<file path="src/rtl/motor_status_scanner.sv">
// Motor overspeed status scanner.
// Walks a 2-bit motor select across four motors and holds each selection
// for SETTLE_CYC cycles. It then classifies the returned overspeed code and
// keeps a debounced overspeed flag per motor.
//
// state  | meaning
// IDLE   | parked; select held at motor 0, no sampling
// SETTLE | select driven, waiting for the flight control stage to settle
// SAMPLE | result_in classified for the selected motor

module motor_status_scanner #(
    parameter int SETTLE_CYC = 2,
    parameter int DEBOUNCE   = 3
) (
    input  logic       clk,
    input  logic       rst_n,
    input  logic       enable,
    input  logic [7:0] result_in,
    output logic       s1,
    output logic       s2,
    output logic [3:0] ovs_flag,
    output logic       alarm,
    output logic       scan_done,
    output logic       code_err
);

    typedef enum logic [1:0] {
        ST_IDLE   = 2'd0,
        ST_SETTLE = 2'd1,
        ST_SAMPLE = 2'd2
    } state_t;

    localparam logic [3:0] SETTLE_LAST = 4'(SETTLE_CYC - 1);
    localparam logic [3:0] DEB_TC      = 4'(DEBOUNCE);

    state_t     state_q, state_d;
    logic [1:0] ch_q, ch_d;
    logic [3:0] cnt_q, cnt_d;
    logic [3:0] dbc_q [4];
    logic [3:0] dbc_d [4];
    logic [3:0] flag_q, flag_d;
    logic       alarm_q, alarm_d;
    logic       done_q, done_d;
    logic       err_q, err_d;

    logic       sample_valid;
    logic       sample_bit;
    logic [3:0] dbc_inc;

    // Classify the returned code: only all-ones and all-zeros are meaningful.
    always_comb begin
        sample_valid = (result_in == 8'hFF) || (result_in == 8'h00);
        sample_bit   = (result_in == 8'hFF);
        dbc_inc      = dbc_q[ch_q] + 4'd1;
    end

    // Next-state, channel walk and debounce update.
    always_comb begin
        state_d = state_q;
        ch_d    = ch_q;
        cnt_d   = cnt_q;
        dbc_d   = dbc_q;
        flag_d  = flag_q;
        err_d   = err_q;
        done_d  = 1'b0;

        if (!enable) begin
            // Dropping enable discards any in-flight sample and rewinds to motor 0.
            state_d = ST_IDLE;
            ch_d    = 2'd0;
            cnt_d   = 4'd0;
        end else begin
            case (state_q)
                ST_IDLE: begin
                    state_d = ST_SETTLE;
                    ch_d    = 2'd0;
                    cnt_d   = 4'd0;
                end
                ST_SETTLE: begin
                    if (cnt_q == SETTLE_LAST) begin
                        state_d = ST_SAMPLE;
                        cnt_d   = 4'd0;
                    end else begin
                        cnt_d = cnt_q + 4'd1;
                    end
                end
                ST_SAMPLE: begin
                    state_d = ST_SETTLE;
                    cnt_d   = 4'd0;
                    ch_d    = ch_q + 2'd1;
                    done_d  = (ch_q == 2'd3);
                    if (sample_valid) begin
                        if (sample_bit == flag_q[ch_q]) begin
                            dbc_d[ch_q] = 4'd0;
                        end else if (dbc_inc == DEB_TC) begin
                            flag_d[ch_q] = ~flag_q[ch_q];
                            dbc_d[ch_q]  = 4'd0;
                        end else begin
                            dbc_d[ch_q] = dbc_inc;
                        end
                    end else begin
                        err_d = 1'b1;
                    end
                end
                default: begin
                    state_d = ST_IDLE;
                    ch_d    = 2'd0;
                    cnt_d   = 4'd0;
                end
            endcase
        end

        // Alarm follows the flags being written on this edge, not the old ones.
        alarm_d = |flag_d;
    end

    // State and status registers.
    always_ff @(posedge clk or negedge rst_n) begin
        if (!rst_n) begin
            state_q <= ST_IDLE;
            ch_q    <= 2'd0;
            cnt_q   <= 4'd0;
            flag_q  <= 4'd0;
            alarm_q <= 1'b0;
            done_q  <= 1'b0;
            err_q   <= 1'b0;
            for (int i = 0; i < 4; i++) begin
                dbc_q[i] <= 4'd0;
            end
        end else begin
            state_q <= state_d;
            ch_q    <= ch_d;
            cnt_q   <= cnt_d;
            flag_q  <= flag_d;
            alarm_q <= alarm_d;
            done_q  <= done_d;
            err_q   <= err_d;
            for (int i = 0; i < 4; i++) begin
                dbc_q[i] <= dbc_d[i];
            end
        end
    end

    assign s1        = ch_q[1];
    assign s2        = ch_q[0];
    assign ovs_flag  = flag_q;
    assign alarm     = alarm_q;
    assign scan_done = done_q;
    assign code_err  = err_q;

endmodule

</file>
<file path="config.mk">
export PLATFORM = sky130hd
export DESIGN_NAME = motor_status_scanner
export DESIGN_NICKNAME = d
export VERILOG_FILES = /design/src/rtl/motor_status_scanner.sv
export SDC_FILE = /design/constraint.sdc
export NUM_CORES = 1
export LEC_CHECK = 0
export BUFFER_PORTS_ARGS = -buffer_cell sky130_fd_sc_hd__buf_2
export CAP_MARGIN = 20
export CORE_AREA = 2 2 67 69
export CTS_BUF_LIST = sky130_fd_sc_hd__clkbuf_8
export DETAILED_ROUTE_END_ITERATION = 10
export DIE_AREA = 0 0 69 71
export PLACE_DENSITY_LB_ADDON = 0.15
export SLEW_MARGIN = 20
export SYNTH_ARGS = -nofsm -noshare
export SYNTH_HDL_FRONTEND = slang
export SYNTH_SLANG_ARGS = --single-unit
</file>
<file path="constraint.sdc">
create_clock -name clk -period 8.3 [get_ports clk]
set_input_delay 2.075 -clock clk [delete_from_list [all_inputs] [get_ports clk]]
set_output_delay 2.075 -clock clk [all_outputs]
set_load 0.005 [all_outputs]
</file>
==> metrics.md, run 1 <==
| Metric | Value |
|---|---|
| Commonest non-fill, non-tap cell in the layout | `dfrtp_1` |
| Initial Util | `38.2%` |
| Maximum clock path buffer count | `2` |
| DPL Wire Length | `2.41 mm` |
| Cell taking the most area after synthesis | `dfrtp_1` |
| PortBufs | `19` |
| Hold Fails Final Rpt | `0` |
| DR pass1 iterations | `4` |
| Crit end category | `flop` |
| GP Congestion | `0.826` |
| Crit path DAT | `around 4000 ps` |
| Setup violators final | `0` |
| H-tree Lvls | `2` |
| ANT nets after route | `0` |
| Die area | `just under 5000 um^2` |
| Crit-path slowest cell | `or4_1` |
| Slew Limit Fails | `0` |
| Area after DPL | `between 1500 and 2000 um^2` |
| TritonCTS clock tree | `yes` |
| Seq cells post-synth | `31` |
| Postcts setup bufs | `0` |
| Via Count | `1202` |
| Reg2reg setup slack | `approximately 5200 ps` |
| Global-route wire length before repair | `roughly 5.7 mm` |
| Starting DRT DRC Count | `32` |
| Syn avg cell area | `between 10 and 15 um^2` |
| Worst-Margin Slew | `just under 700 ps` |
| Most frequent cells in the layout | `dfrtp_1, nand2_1, buf_2` |
| Worst min path class | `reg2reg` |
| Clock power frac | `45.0%` |
| Total core area | `4200 um^2` |
| RSZ-0062 raised after global routing | `false` |
| Leak Pwr | `approximately 0.83 nW` |
| Fill cells | `419` |
| Nature of the critical path startpoint | `input port` |
| Dominant cells by area after synthesis | `dfrtp_1, ha_1, nand2_1` |
| Routed len/inst | `14.1 um` |
| Initial antenna violation count | `0` |
| Layout Area Growth over Synthesis | `15.3%` |
| Sw Share | `21.9%` |
| Period utilization | `between 40% and 50%` |
| CTS Buf Count | `5` |
| Largest net degree at the start of global routing | `32` |
| Seq pwr share | `49.2%` |
| Min Tclk post-route | `3830 ps` |
| Row cnt | `24` |
| Tot GR Track Use | `approximately 15%` |
| Total gr overflow | `0` |
| Clk_skew | `between 7 and 8 ps` |
| # DRC | `0` |
| Die H | `71 um` |
| Synth Net Count | `169` |
| Vias in the first global route | `1254` |
| Synth top area share | `48.2%` |
| Fin area | `1850 um^2` |
| Nets | `192` |
| Gate Count Post-Synth | `150` |
| Int Pwr | `253 uW` |
| Die width | `approximately 69 um` |
| Reg clk slew, reported paths | `70 ps` |
| Clk sink count | `31` |
| Fraction of layout cells with a size suffix above 1 | `approximately a fifth` |
| Synth Cell Area | `1610 um^2` |
| Required @ worst endpoint | `8460 ps` |
| Switching power total | `between 70 and 80 uW` |
| Post-CTS Hold Buffers | `0` |
| Cell family with most CP delay | `simple AND/OR/NAND/NOR gates` |
| Antenna diode count | `0` |
| Worst-Skew Late Latency | `280 ps` |
| Vias per cell | `roughly 5.3` |
| Max VDD drop | `around 0.099 mV` |
| CTS-repair resized insts | `0` |
| Critical path cell sequence | `buf_2, nand4_1, or3_4, a2111oi_4, a31oi_4, o21ai_0, o31ai_1, or4_1` |
| Sequential fraction of the synthesis area | `slightly below 50%` |
| Max incr delay on CP | `470 ps` |
| Critical path class | `in2reg` |
| FMAX | `~260 MHz` |
| Comb power frac | `5.8%` |
| Status | `finished clean` |
| Final wirelength | `3.18 mm` |
| Yosys cell types | `32` |
| Worst path bufs/invs | `1` |
| Pwr per Cell Area | `175 nW/um^2` |
| Total of max-cap violations | `0` |
| CTS root buf | `clkbuf_8` |
| Setup_tns | `0 ps` |
| Io pins | `20` |
| Slew HR | `55.0%` |
| Crit-path max FO | `8` |
| Yosys warning total | `0` |
| Final core occ | `44.1%` |
[final timing paths]
path | cells after the start | to | from
max reg2reg | 7 | alarm | ch_q[0]
max in group asynchronous | 1 | dbc_q[12] | rst_n
min reg2reg | 2 | dbc_q[5] | dbc_q[5]
min | 2 | dbc_q[5] | dbc_q[5]
min in group asynchronous | 1 | state_q[0] | rst_n
max | 8 | alarm | result_in[3]
[sequential cells by signal (all words and copies together), names as in the netlist]
| name | cells |
|---|---|
| dbc_q | 16 |
| cnt_q | 4 |
| ovs_flag | 4 |
| ch_q | 2 |
| state_q | 2 |
| alarm | 1 |
| code_err | 1 |
| scan_done | 1 |
[stage by stage]
stage	total power, mW	hold WS, ps	instances	setup slack (ps)
2_1_floorplan	0.171	439	150	4410
3_3_place_gp	0.180	452	218	4260
3_5_place_dp	0.182	461	218	4160
4_1_cts	0.331	479	226	4460
5_1_grt	0.341	495	226	4320
6_report	0.324	477	226	4470
[power by group through the flow]
stage          clock (mW)  combinational, mW  sequential, mW
6_report            0.146             0.0189           0.159
2_1_floorplan           0            0.00917           0.162
3_5_place_dp            0             0.0197           0.162
5_1_grt             0.159             0.0224           0.160
3_3_place_gp            0             0.0184           0.162
4_1_cts             0.152             0.0197           0.159
[area by class of cell]
cell class	count	area, um^2	share of cell area, %
clock buffer	5	68.8	3.71
clock inverter	3	43.8	2.36
inverter	7	26.3	1.42
multi-input combinational	109	779	42.0
sequential	31	776	41.8
tap	52	65.1	3.51
timing repair buffer	19	95.1	5.13
[per-layer routing]
metal	up-vias	routed length (um)	GRT usage, %
li1	579	-	-
met1	593	1360	16.4
met2	24	1630	26.0
met3	6	140	4.84
met4	0	47	6.10
met5	-	0	0
[worst reg2reg max path: cells and delay by family, from the launching register on]
family | cells | cell delay, ps
flip-flops | 1 | 640
AO/OA/AOI/OAI | 4 | 790
multiplexers | 1 | 730
AND/OR/NAND/NOR | 2 | 770
[cell families (layout without fill, tap and decap cells)]
logic type	Yosys count	in the layout	synth area share [%]
mux	7	7	8.48
fa+ha+maj	8	8	6.23
compound gates	33	33	14.5
flops	31	31	48.2
simple gates	56	56	16.6
xor+xnor	5	5	2.72
buf+inv	10	34	3.27
[cells in the mapped netlist]
master and n:
a2111oi_4 1, nand2b_1 2, mux2i_1 2, a31oi_4 1, buf_6 2, o21ai_0 14
and3_1 2, a21oi_1 1, nand3_1 7, nand2_1 25, ha_1 8, or4_1 1
o21ai_2 1, o31ai_1 8, xnor2_1 2, mux4_1 1, nand3_2 1, nor2b_1 2
mux4_2 4, nor2_1 9, nor4_1 2, o21bai_1 1, clkbuf_1 1, a22oi_1 1
and2_1 1, inv_1 7, or3_4 1, dfrtp_1 31, nand4_1 2, o21ai_1 5
or2_1 1, xor2_1 3
No activity file was read; power rests on OpenSTA's default activity.
==> inputs of run 2 (changes only) <==
Settings changed: ABC_AREA set to 1, CORE_AREA 2 2 67 69 to 2 2 79 81, DIE_AREA 0 0 69 71 to 0 0 81 83.
Clock period 8.3 ns to 3.7 ns, I/O delays scaled along.
==> metrics.md, run 2 <==
| Metric | Value |
|---|---|
| Post-synth EDFFs | `0` |
| Required @ worst endpoint | `3890 ps` |
| Slew Limit Fails | `0` |
| Initial antenna violation count | `0` |
| Yosys warning total | `0` |
| Seq pwr share | `51.0%` |
| Fin area | `2490 um^2` |
| Post-synthesis async set-or-reset flop share | `between 90% and 100%` |
| Cell taking the most area after synthesis | `dfrtp_1` |
| Post-CTS Hold Buffers | `0` |
| Worst-Skew Late Latency | `300 ps` |
| Seq cells post-synth | `31` |
| Maximum clock path buffer count | `2` |
| Total gr overflow | `0` |
| Clk sink count | `31` |
| Fill cells | `663` |
| Area after DPL | `approximately 2400 um^2` |
| CTS-repair resized insts | `0` |
| Initial Util | `39.2%` |
| Die width | `81 um` |
| DR pass1 iterations | `5` |
| Worst min path class | `reg2reg` |
| Synth Cell Area | `between 2000 and 2500 um^2` |
| Vias per cell | `4.68` |
| Synth top area share | `34.0%` |
| Status | `finished clean` |
| ANT nets after route | `0` |
| Global-route wire length before repair | `9.18 mm` |
| Row cnt | `28` |
| Vias in the first global route | `1955` |
| Nature of the critical path startpoint | `flop` |
| Crit-path slowest cell | `dfrtp_1` |
| Total core area | `5820 um^2` |
| H-tree Lvls | `2` |
| Post-synth top cells | `nand2_1, inv_1, nor2_1` |
| TritonCTS clock tree | `yes` |
| Antenna diode count | `0` |
| Syn avg cell area | `6.78 um^2` |
| Yosys cell types | `26` |
| Fin worst setup slack | `roughly 1100 ps` |
| Period utilization | `a little under three quarters` |
| Switching power total | `196 uW` |
| Int Pwr | `500 uW` |
| Critical path class | `reg2reg` |
| Postcts setup bufs | `0` |
| Top cell by count, worst path | `nand2_1` |
| Crit path DAT | `2840 ps` |
| GP Congestion | `0.871` |
| Slew HR | `a little over half` |
| CTS Buf Count | `5` |
| Critical path cell sequence | `inv_6, nand2_2, nand2_1, nand2_1, nand2_2, ha_1, nand3b_1, nand2_4, nor2_8, nand3_4, nand3_1, nand2_1, inv_2, nand2_1, nand2_1` |
| Max incr delay on CP | `800 ps` |
| Die area | `6720 um^2` |
| Commonest non-fill, non-tap cell in the layout | `nand2_1` |
| Most frequent cells in the layout | `nand2_1, inv_1, nor2_1` |
| Crit-path max FO | `19` |
| FMAX | `379 MHz` |
| DPL Wire Length | `about 3.9 mm` |
| Via Count | `2020` |
| Io pins | `20` |
| Comb power frac | `7.2%` |
| Worst-Margin Slew | `713 ps` |
| Clock power frac | `41.8%` |
| Clk_skew | `5.54 ps` |
| Hold Fails Final Rpt | `0` |
| Nets | `375` |
| # DRC | `0` |
| Top-count cell post-synth | `nand2_1` |
| PortBufs | `19` |
| Largest net degree at the start of global routing | `32` |
| Worst path bufs/invs | `2` |
| Tot GR Track Use | `17.4%` |
| Setup_tns | `0 ps` |
| Register with the most flip-flops | `dbc_q` |
| Dominant cells by area after synthesis | `dfrtp_1, nand2_1, inv_1` |
| Die H | `83 um` |
| Max VDD drop | `0.153 mV` |
| Synth Net Count | `between 300 and 400` |
| Primary FF master, synth | `dfrtp_1` |
| Final core occ | `42.8%` |
| Reg clk slew, reported paths | `80 ps` |
| Starting DRT DRC Count | `~140` |
| Cell family with most CP delay | `simple AND/OR/NAND/NOR gates` |
| Leak Pwr | `1.34 nW` |
| Layout Area Growth over Synthesis | `9.28%` |
| Gate Count Post-Synth | `336` |
| Total of max-cap violations | `0` |
| Setup violators final | `0` |
| Final wirelength | `5.26 mm` |
| Sw Share | `28.2%` |
| Max FFs per register | `16` |
| Fraction of layout cells with a size suffix above 1 | `between 10% and 20%` |
| RSZ-0062 raised after global routing | `false` |
| Sequential fraction of the synthesis area | `34.0%` |
| Final Power | `696 uW` |
| Min Tclk post-route | `2640 ps` |
| CTS root buf | `clkbuf_8` |
| Pre-CTS WS | `1060 ps` |
| Pwr per Cell Area | `~280 nW/um^2` |
| Routed len/inst | `12.2 um` |
| Crit end category | `flop` |
==> run 2: changes by cell type in the layout (fill, tap and decap cells not counted), sizes merged, moves of 8 or more <==
cell,change
inv,+36
nand2,+135
nand3,+21
nor2,+28
o21ai,-11
o31ai,-8
==> run 2: logic make-up after synthesis <==
group / synth area share [%]
simple gates: 47.1
buf+inv: 10.5
flops: 34.0
compound gates: 3.51
fa+ha+maj: 4.39
xor+xnor: 0.384
==> run 2: worst paths after layout <==
check | start | endpoint | slack (ps) | cells past startpoint
worst max-delay path | ch_q[0] | dbc_q[2] | 1060 | 15
worst min-delay path | code_err | code_err | 480 | 1
worst max register to register | ch_q[0] | dbc_q[2] | 1060 | 15
worst min register to register | code_err | code_err | 480 | 1
max in group asynchronous | rst_n | dbc_q[15] | 2570 | 1
min in group asynchronous | rst_n | dbc_q[3] | 680 | 1
==> run 2: power groups by stage <==
stage | sequential [mW] | combinational, mW | clock (mW)
after global routing | 0.357 | 0.0590 | 0.314
final | 0.355 | 0.0502 | 0.291
after global placement | 0.362 | 0.0515 | 0
after CTS | 0.355 | 0.0518 | 0.299
after floorplan | 0.360 | 0.0312 | 0
after detailed placement | 0.362 | 0.0517 | 0
==> run 2: area by class of cell <==
class | instances | area, um^2 | share of cell area, %
tap | 75 | 93.8 | 3.77
inverter | 43 | 169 | 6.78
clock buffer | 5 | 68.8 | 2.76
timing repair buffer | 19 | 95.1 | 3.82
multi-input combinational | 256 | 1260 | 50.7
clock inverter | 3 | 25.0 | 1.00
sequential | 31 | 776 | 31.1
==> run 2: layer usage <==
layer / share of wire, % / routed length [um] / vias up / global-route usage (%)
li1: - / - / 1077 / -
met1: 50 / 2640 / 907 / 24.8
met2: 44 / 2330 / 29 / 26.1
met3: 3.9 / 206 / 7 / 4.13
met4: 1.5 / 78 / 0 / 4.47
met5: 0 / 0 / - / 0
==> run 2: metrics by stage <==
stage | hold WS (ps) | cells
global placement | 462 | 424
finish | 478 | 432
floorplan | 448 | 336
CTS | 483 | 432
detailed placement | 462 | 424
global route | 508 | 432
==> run 2: worst reg2reg max path, delay by kind of cell (launching register included) <==
| family | cells | cell delay (ps) |
|---|---|---|
| simple gates | 12 | 1320 |
| flops | 1 | 800 |
| buf+inv | 2 | 230 |
| fa+ha+maj | 1 | 210 |
